### config.mk
export PLATFORM = sky130hd
export DESIGN_NAME = fetch_stage
export DESIGN_NICKNAME = d
export VERILOG_FILES = /design/src/rtl/fetch_stage.sv
export SDC_FILE = /design/constraint.sdc
export NUM_CORES = 1
export LEC_CHECK = 0
export BUFFER_PORTS_ARGS = -buffer_cell sky130_fd_sc_hd__buf_2
export CAP_MARGIN = 20
export CORE_MARGIN = 4
export CORE_UTILIZATION = 35
export CTS_CLUSTER_DIAMETER = 50
export DETAILED_ROUTE_END_ITERATION = 8
export PLACE_DENSITY_LB_ADDON = 0.08
export SETUP_SLACK_MARGIN = 0.4
export SKIP_LAST_GASP = 1
export SYNTH_ARGS = -nofsm -noshare
export SYNTH_HDL_FRONTEND = slang
export SYNTH_SLANG_ARGS = --single-unit
### constraint.sdc
create_clock -name clk -period 2.6 [get_ports clk]
set_clock_uncertainty 0.1 [all_clocks]
set_input_delay 0.13 -clock clk [delete_from_list [all_inputs] [get_ports clk]]
set_output_delay 0.13 -clock clk [all_outputs]
set_load 0.05 [all_outputs]
### src/rtl/fetch_stage.sv
// Instruction-fetch stage: issues PC reads to a multi-cycle instruction memory,
// stalls the PC until a fetch lands in IF/ID, and handles stall/flush/halt/timeout.
module fetch_stage #(
  parameter logic [15:0] NOP_INSTR  = 16'h0800,
  parameter int unsigned WAIT_LIMIT = 64
) (
  input  logic        clk,
  input  logic        rst,
  input  logic [15:0] PC,
  input  logic        IdStall,
  input  logic        Flush,
  input  logic        Halt,
  input  logic        ImemBusy,
  input  logic        ImemDone,
  input  logic [15:0] ImemRdata,
  output logic        ImemRd,
  output logic [15:0] ImemAddr,
  output logic        PcStall,
  output logic [15:0] IfId_Instr,
  output logic [15:0] IfId_PcPlus2,
  output logic        IfId_Valid,
  output logic        Err
);

  typedef enum logic [1:0] {REQ, WAIT, HOLD, HALTED} state_t;

  localparam logic [7:0] LIMIT = 8'(WAIT_LIMIT);

  state_t      state_q;
  logic [7:0]  cnt_q;
  logic [15:0] pc2_q;
  logic [15:0] hold_q;
  logic        squash_q;
  logic [15:0] instr_q;
  logic [15:0] ifpc2_q;
  logic        valid_q;
  logic        err_q;

  logic        issue;
  logic        discard;
  logic        load_wait;
  logic        load_hold;
  logic        load;
  logic [15:0] load_instr_d;
  logic [7:0]  cnt_d;

  always_comb begin
    issue        = (state_q == REQ) && !ImemBusy && !Halt && !Flush;
    discard      = (state_q == WAIT) && ImemDone && (squash_q || Flush);
    load_wait    = (state_q == WAIT) && ImemDone && !discard && !IdStall;
    load_hold    = (state_q == HOLD) && !Flush && !IdStall;
    load         = load_wait || load_hold;
    load_instr_d = load_hold ? hold_q : ImemRdata;
    // Counter saturates so a very long wait never wraps back past the limit.
    cnt_d        = (cnt_q == 8'hFF) ? cnt_q : cnt_q + 8'd1;
  end

  assign ImemRd       = issue;
  assign ImemAddr     = issue ? PC : 16'h0000;
  assign PcStall      = !load;
  assign IfId_Instr   = instr_q;
  assign IfId_PcPlus2 = ifpc2_q;
  assign IfId_Valid   = valid_q;
  assign Err          = err_q;

  always_ff @(posedge clk or posedge rst) begin
    if (rst) begin
      state_q  <= REQ;
      cnt_q    <= 8'd0;
      pc2_q    <= 16'h0000;
      hold_q   <= 16'h0000;
      squash_q <= 1'b0;
      instr_q  <= NOP_INSTR;
      ifpc2_q  <= 16'h0000;
      valid_q  <= 1'b0;
      err_q    <= 1'b0;
    end else begin
      // IF/ID register: flush beats load beats hold beats bubble.
      if (Flush) begin
        valid_q <= 1'b0;
        instr_q <= NOP_INSTR;
      end else if (load) begin
        valid_q <= 1'b1;
        instr_q <= load_instr_d;
        ifpc2_q <= pc2_q;
      end else if (!IdStall && state_q != HALTED) begin
        valid_q <= 1'b0;
        instr_q <= NOP_INSTR;
      end

      unique case (state_q)
        REQ: begin
          if (Halt) begin
            state_q <= HALTED;
          end else if (issue) begin
            pc2_q   <= PC + 16'd2;
            cnt_q   <= 8'd0;
            state_q <= WAIT;
          end
        end
        WAIT: begin
          cnt_q <= cnt_d;
          if (cnt_d == LIMIT) err_q <= 1'b1;
          if (ImemDone) begin
            if (discard) begin
              squash_q <= 1'b0;
              state_q  <= REQ;
            end else if (!IdStall) begin
              state_q <= REQ;
            end else begin
              hold_q  <= ImemRdata;
              state_q <= HOLD;
            end
          end else if (Flush) begin
            squash_q <= 1'b1;
          end
        end
        HOLD: begin
          if (Flush || !IdStall) state_q <= REQ;
        end
        default: state_q <= HALTED;
      endcase
    end
  end

endmodule
==> implementation parameters, run 1 <==
Parameter                              Value

Setup path
  Worst setup path class    register to output pin
  Cell with the largest stage delay on the worst path    or4b_4
  Worst setup EP type    output pin
  Slowest cell delay on critical path    600 ps
  Cells on worst reg2reg path    6
  Arrival time at the worst endpoint    1990 ps
  CP Cell Sequence    inv_2, ha_4, or4b_4, buf_12, nor2_4, buf_6
  Largest fanout on the critical path    7
  Data required, critical path    2370 ps
  CP startpoint kind    register

Synthesis
  Part of the Yosys area used for sequential elements    50.9%
  Number of unique standard cell types used by synthesis    47
  Cell taking the most area after synthesis    dfrtp_1
  Top cells by area in the synthesized netlist    dfrtp_1, nand2_1, mux2_2, mux2i_1, o2bb2ai_1
  Post-synthesis instance area    3790 um2
  Share of the synthesized area in the top cell type    50.2%
  Gate count after technology mapping    377
  Warnings from Yosys    0
  Average footprint of a synthesized cell    10.1 um2
  Synth Register Bits    77
  Post-Syn Nets    422

Drt
  Vias after detailed routing    3206
  Number of routed nets with antenna violations    0
  Final wirelength    9730 um
  Via density per instance    4.97
  DRT iter0 DRCs    82
  Post-DR wirelength/cell    15.1 um
  Pre-antenna DRT Iters    4
  Drc violations    0

Timing
  Slew at the pin closest to its max-slew limit    611 ps
  Part of the cycle the worst path needs    85.5%
  Final Setup Violations    0
  Number of pins with negative max-slew slack in the final report    0
  Worst max-slew margin expressed relative to the limit    59.2%
  Highest clock rate    450 MHz
  Final Critical Period    2220 ps
  Final setup TNS    0 ps
  RSZ-0062 raised after global routing    yes
  Final number of hold-violating endpoints    0

Floorplan
  Row count    37
  Starting density of the core    36.4%
  Standard cell core area    10400 um2
  DIE AREA    12600 um2
  Count of boundary I/O pins    91
  DIE WIDTH    112 um
  Chip Height    112 um

CTS
  Number of clock sinks    77
  H-tree lvl count    3
  TritonCTS buffer count    9
  Clock edge transition at the registers on the reported setup and hold paths    70 ps
  Clock tree from TritonCTS    yes
  Insertion delay of the later-clocked pin in the worst-skew pair    350 ps
  Deepest clock path buffer count    2
  Clock tree root driver cell    clkbuf_8

Global route
  Wire length of the first global-routing pass    16500 um
  Maximum number of pins on one net before global-route repair    45
  Gr usage total    16.1%
  Remaining Overflow, GRT    0
  Via count of the first global-routing pass    3326
  Antenna violations before repair    0

Cells and area
  Number of non-filler instances in the completed layout    645
  Fill cells    984
  # diodes    0
  Post-synthesis to final-layout area growth    37.2%
  Final non-filler cell area    5200 um2
  Layout Nets    549
  Proportion of layout cells with a drive suffix above 1    35.0%

Power and ir drop
  Worst VDD drop    0.354 mV
  Leak pwr    0.00249 uW
  Pwr dens    914 nW/um2
  Total power draw    4750 uW

Placed design
  HPWL after detailed placement    6460 um
  Weighted congestion at the end of routability-driven global placement    0.835
  Placed cell count    589
  Port bufs    90
  Placed Instance Area    4410 um2

Min path
  HP Class    primary input to register
  Worst hold path cell count    3

Status
  Run status    complete, no violations

Flow run
  Number of max-cap violations    0
[per-layer routing]
layer  track usage, %  vias up  share of wire [%]
li1                 -     1571                  -
met1             20.9     1536                 44
met2             26.3       86                 49
met3             3.23       13                4.7
met4             6.49        0                1.8
met5                0        -                  0
[critical path: cells and delay by family (launching register included)]
kind	cells	cell delay [ps]
adder cells (fa/ha/maj)	1	130
buffers and inverters	3	440
flip-flops	1	390
AND/OR/NAND/NOR	2	680
[metrics by stage]
stage | hold WS, ps | utilization [%] | worst slack [ps]
finish | 21.4 | 49.9 | 377
global route | 26.3 | 49.9 | 315
CTS | 4.60 | 48.9 | 353
detailed placement | 129 | 42.4 | 194
global placement | 115 | 42.4 | 302
floorplan | 120 | - | 332
[worst paths after layout]
kind / from / end / slack, ps
min: PC[13] / pc2_q[13]$_DFFE_PP0P_ / 20
max reg2reg: state_q[0]$_DFFE_PP0P_ / pc2_q[12]$_DFFE_PP0P_ / 450
min reg2reg: pc2_q[12]$_DFFE_PP0P_ / IfId_PcPlus2[12]$_DFFE_PP0P_ / 370
min in group asynchronous: rst / IfId_Instr[1]$_DFFE_PP0P_ / 280
max: state_q[0]$_DFFE_PP0P_ / ImemAddr[13] / 380
max in group asynchronous: rst / IfId_Instr[11]$_DFFE_PP1P_ / 1440
[registers in the layout (all words and copies together), names as in the netlist, 2 cells and up]
name and count:
state_q 2, IfId_PcPlus2 16, cnt_q 8, pc2_q 16, IfId_Instr 16, hold_q 16
[cell families after synthesis]
group,share of synthesized area [%]
compound gates,12.8
xor+xnor,2.54
fa+ha+maj,1.98
buf+inv,3.80
flops,50.9
mux,9.27
simple gates,18.7
[where the power goes]
group / internal, uW / switching (uW)
clock: 399 / 449
combinational: 722 / 1280
sequential: 1630 / 269
[placed cells by master (no fill, tap or decap), drive strengths merged, types with 4 or more instances in the layout]
cell type / instances
mux2: 17
dlygate4sd3: 23
nand2: 75
xor2: 5
nand4: 7
o21ai: 18
and2: 18
mux2i: 16
nor2: 12
a21o: 4
a21oi: 13
xnor2: 6
a31oi: 5
clkinv: 5
inv: 10
o2bb2ai: 15
nand3: 10
dfrtp: 76
nand2b: 4
buf: 113
ha: 6
clkbuf: 11
[area by class of cell]
| class | count | area, um2 | area share [%] |
|---|---|---|---|
| repair buffers | 136 | 1050 | 20.1 |
| repair inverters | 2 | 20.0 | 0.385 |
| well taps | 136 | 170 | 3.27 |
| inverters | 11 | 58.8 | 1.13 |
| flip-flops and latches | 77 | 1930 | 37.1 |
| multi-input cells | 267 | 1790 | 34.5 |
| clock buffers | 11 | 151 | 2.91 |
| clock inverters | 5 | 33.8 | 0.650 |
[synth_stat cells (all sizes together)]
| cell | n |
|---|---|
| dfrtp | 76 |
| nand2 | 75 |
| and2 | 18 |
| o21ai | 18 |
| mux2 | 17 |
| mux2i | 16 |
| clkbuf | 15 |
| o2bb2ai | 15 |
| a21oi | 13 |
| nor2 | 12 |
| inv | 10 |
| nand3 | 10 |
| buf | 7 |
| nand4 | 7 |
| ha | 6 |
| xnor2 | 6 |
| a31oi | 5 |
| xor2 | 5 |
| a21o | 4 |
| nand2b | 4 |
| and3 | 3 |
| and4 | 3 |
| nor3 | 3 |
| nor4 | 3 |
| o31ai | 3 |
| a211oi | 2 |
| a311oi | 2 |
| and3b | 2 |
| o221ai | 2 |
| or4 | 2 |
| a2111oi | 1 |
| a21boi | 1 |
| a22o | 1 |
| a31o | 1 |
| a41oi | 1 |
| clkinv | 1 |
| dfstp | 1 |
| nand3b | 1 |
| o2111ai | 1 |
| o21a | 1 |
| or3 | 1 |
| or3b | 1 |
| or4b | 1 |
[what timing repair did]
action,in CTS,in global routing
resized for setup,49,28
gates cloned,2,0
endpoints found under the setup margin,24,32
hold buffers,23,0
buffers inserted,12,3
pin swaps,1,17
hold endpoints to repair,70,0
Power figures use the tool's default switching activity.
==> inputs of run 2 (changes only) <==
- BUFFER_PORTS_ARGS: -buffer_cell sky130_fd_sc_hd__buf_2 -> -buffer_cell sky130_fd_sc_hd__buf_4
- CORE_ASPECT_RATIO: default -> 1.25
==> run 2 against run 1 <==
  * Die area hardly changed
  * Non-clock buffer count down 3
  * Setup slack lost 24 ps
  * Total power rose by 13%
  * Hold slack got worse by 6.8 ps
  * Combinational power increased by 6%
  * Via count up 0.22%
  * Critical endpoint is now ImemAddr[1]
==> implementation parameters, run 2 (synthesis gave the netlist of run 1 again) <==
Parameter                              Value

Power and ir drop
  Clock network fraction of total power    24.9%
  Cell Int Power    3320 uW
  Proportion of total power due to net switching    38.3%
  Leak pwr    0.00256 uW
  Worst VDD drop    0.392 mV
  Proportion of power drawn by flip-flops and latches    35.5%
  Fraction of power consumed by combinational cells    39.6%
  Switching power of the nets    2060 uW
  Pwr dens    988 nW/um2

Placed design
  Port bufs    90
  HPWL after detailed placement    6570 um
  Weighted congestion at the end of routability-driven global placement    0.809
  Placed cell count    587

Floorplan
  Row count    42
  Standard cell core area    10600 um2
  DIE WIDTH    101 um
  DIE AREA    12600 um2
  Starting density of the core    35.7%
  Chip Height    124 um
  Count of boundary I/O pins    91

Timing
  Final setup TNS    0 ps
  Worst max-slew margin expressed relative to the limit    43.9%
  Final Critical Period    2250 ps
  Part of the cycle the worst path needs    86.4%
  RSZ-0062 raised after global routing    yes
  Number of pins with negative max-slew slack in the final report    0
  Highest clock rate    445 MHz
  Final Setup Violations    0
  Final number of hold-violating endpoints    0
  Slew at the pin closest to its max-slew limit    842 ps

Global route
  Antenna violations before repair    0
  Wire length of the first global-routing pass    15800 um
  Via count of the first global-routing pass    3214
  Maximum number of pins on one net before global-route repair    47
  Remaining Overflow, GRT    0
  Gr usage total    15.5%

Setup path
  Critical R2R Capture    pc2_q[12]$_DFFE_PP0P_
  Cells on worst reg2reg path    6
  Crit-path leading delay family    simple AND/OR/NAND/NOR gates
  Cell with the largest stage delay on the worst path    or4b_4
  Slowest cell delay on critical path    590 ps
  Largest fanout on the critical path    9
  Worst r2r src    state_q[1]$_DFFE_PP0P_
  CP Cell Sequence    inv_2, ha_4, or4b_4, clkinv_8, and2_1, buf_6
  Worst path bufs/invs    3
  Worst setup EP type    output pin
  Worst setup path class    register to output pin
  Arrival time at the worst endpoint    2020 ps
  Worst reg-to-reg setup slack    410 ps
  Data required, critical path    2370 ps
  CP startpoint kind    register

Min path
  End point of the worst hold path    pc2_q[3]$_DFFE_PP0P_
  Worst hold path cell count    3
  HP Class    primary input to register
  Launch instance of the worst min-delay path    PC[3]

Cells and area
  Layout Nets    545
  Fill cells    1010
  Proportion of layout cells with a drive suffix above 1    33.5%
  Number of non-filler instances in the completed layout    636
  Post-synthesis to final-layout area growth    43.6%
  # diodes    0
  Most common cell after layout, fill and taps aside    buf_4
  Commonest non-fill, non-tap cells in the layout    buf_4, dfrtp_1, nand2_1

Drt
  Via density per instance    5.05
  Pre-antenna DRT Iters    4
  Number of routed nets with antenna violations    0
  DRT iter0 DRCs    129
  Final wirelength    9780 um
  Drc violations    0
  Post-DR wirelength/cell    15.4 um
  Vias after detailed routing    3213

CTS
  Clock tree from TritonCTS    yes
  Clock tree root driver cell    clkbuf_16
  H-tree lvl count    3
  Insertion delay of the later-clocked pin in the worst-skew pair    330 ps
  TritonCTS buffer count    9
  Deepest clock path buffer count    2
  Number of clock sinks    77
  Clock edge transition at the registers on the reported setup and hold paths    60 ps

Status
  Run status    complete, no violations

Flow run
  Number of max-cap violations    0
-- run 2: per-layer routing --
layer | part of all wire (%) | vias up | GRT usage (%)
met4 | 1.3 | 0 | 6.65
met5 | 0 | - | 0
met3 | 6.2 | 10 | 3.75
met1 | 43 | 1541 | 20.0
met2 | 49 | 85 | 24.5
li1 | - | 1577 | -
-- run 2: how the worst max path moves through the flow --
stage / start / end / slack, ps / cells after the start
2_1_floorplan: state_q[0]$_DFFE_PP0P_ / ImemAddr[10] / 330 / 6
3_3_place_gp: state_q[0]$_DFFE_PP0P_ / pc2_q[12]$_DFFE_PP0P_ / 370 / 6
3_5_place_dp: state_q[1]$_DFFE_PP0P_ / pc2_q[14]$_DFFE_PP0P_ / 320 / 6
4_1_cts: state_q[1]$_DFFE_PP0P_ / ImemAddr[14] / 370 / 6
5_1_grt: state_q[1]$_DFFE_PP0P_ / ImemAddr[1] / 290 / 6
6_report: state_q[1]$_DFFE_PP0P_ / ImemAddr[1] / 350 / 6
-- run 2: layout make-up --
type	instances	area (um2)	area share, %
flip-flops and latches	77	1930	35.4
repair buffers	133	1180	21.7
repair inverters	1	11.3	0.207
inverters	11	55.1	1.01
clock buffers	10	229	4.20
multi-input cells	267	1790	32.8
well taps	132	165	3.03
clock inverters	5	85.1	1.56
-- run 2: worst min-delay path: stages --
cell and delay [ps]:
buf_4 110, xnor2_1 100, o21ai_0 70
-- run 2: power by group through the flow --
| stage | combinational [uW] | clock, uW | sequential (uW) |
|---|---|---|---|
| floorplan | 888 | 0 | 2380 |
| global placement | 1920 | 0 | 1920 |
| detailed placement | 1950 | 0 | 1930 |
| CTS | 2030 | 1370 | 1910 |
| global route | 2320 | 1410 | 1970 |
| finish | 2130 | 1340 | 1910 |
-- run 2: through the flow --
step / hold slack, ps / utilization [%] / setup slack [ps] / total power, uW / instance area, um2
after floorplan: 120 / - / 332 / 3270 / 3810
after global placement: 226 / 43.7 / 371 / 3840 / 4640
after detailed placement: 233 / 43.7 / 321 / 3880 / 4640
after CTS: 16.0 / 49.8 / 371 / 5320 / 5280
after global routing: 29.6 / 51.3 / 285 / 5700 / 5450
final: 14.7 / 51.3 / 353 / 5380 / 5450
-- run 2: what timing repair did --
item	CTS	global route
buffers inserted	2	8
pin swaps	0	9
hold buffers	22	0
endpoints found under the setup margin	21	20
endpoints found under the hold margin	69	0
gates cloned	0	2
resized for setup	26	22
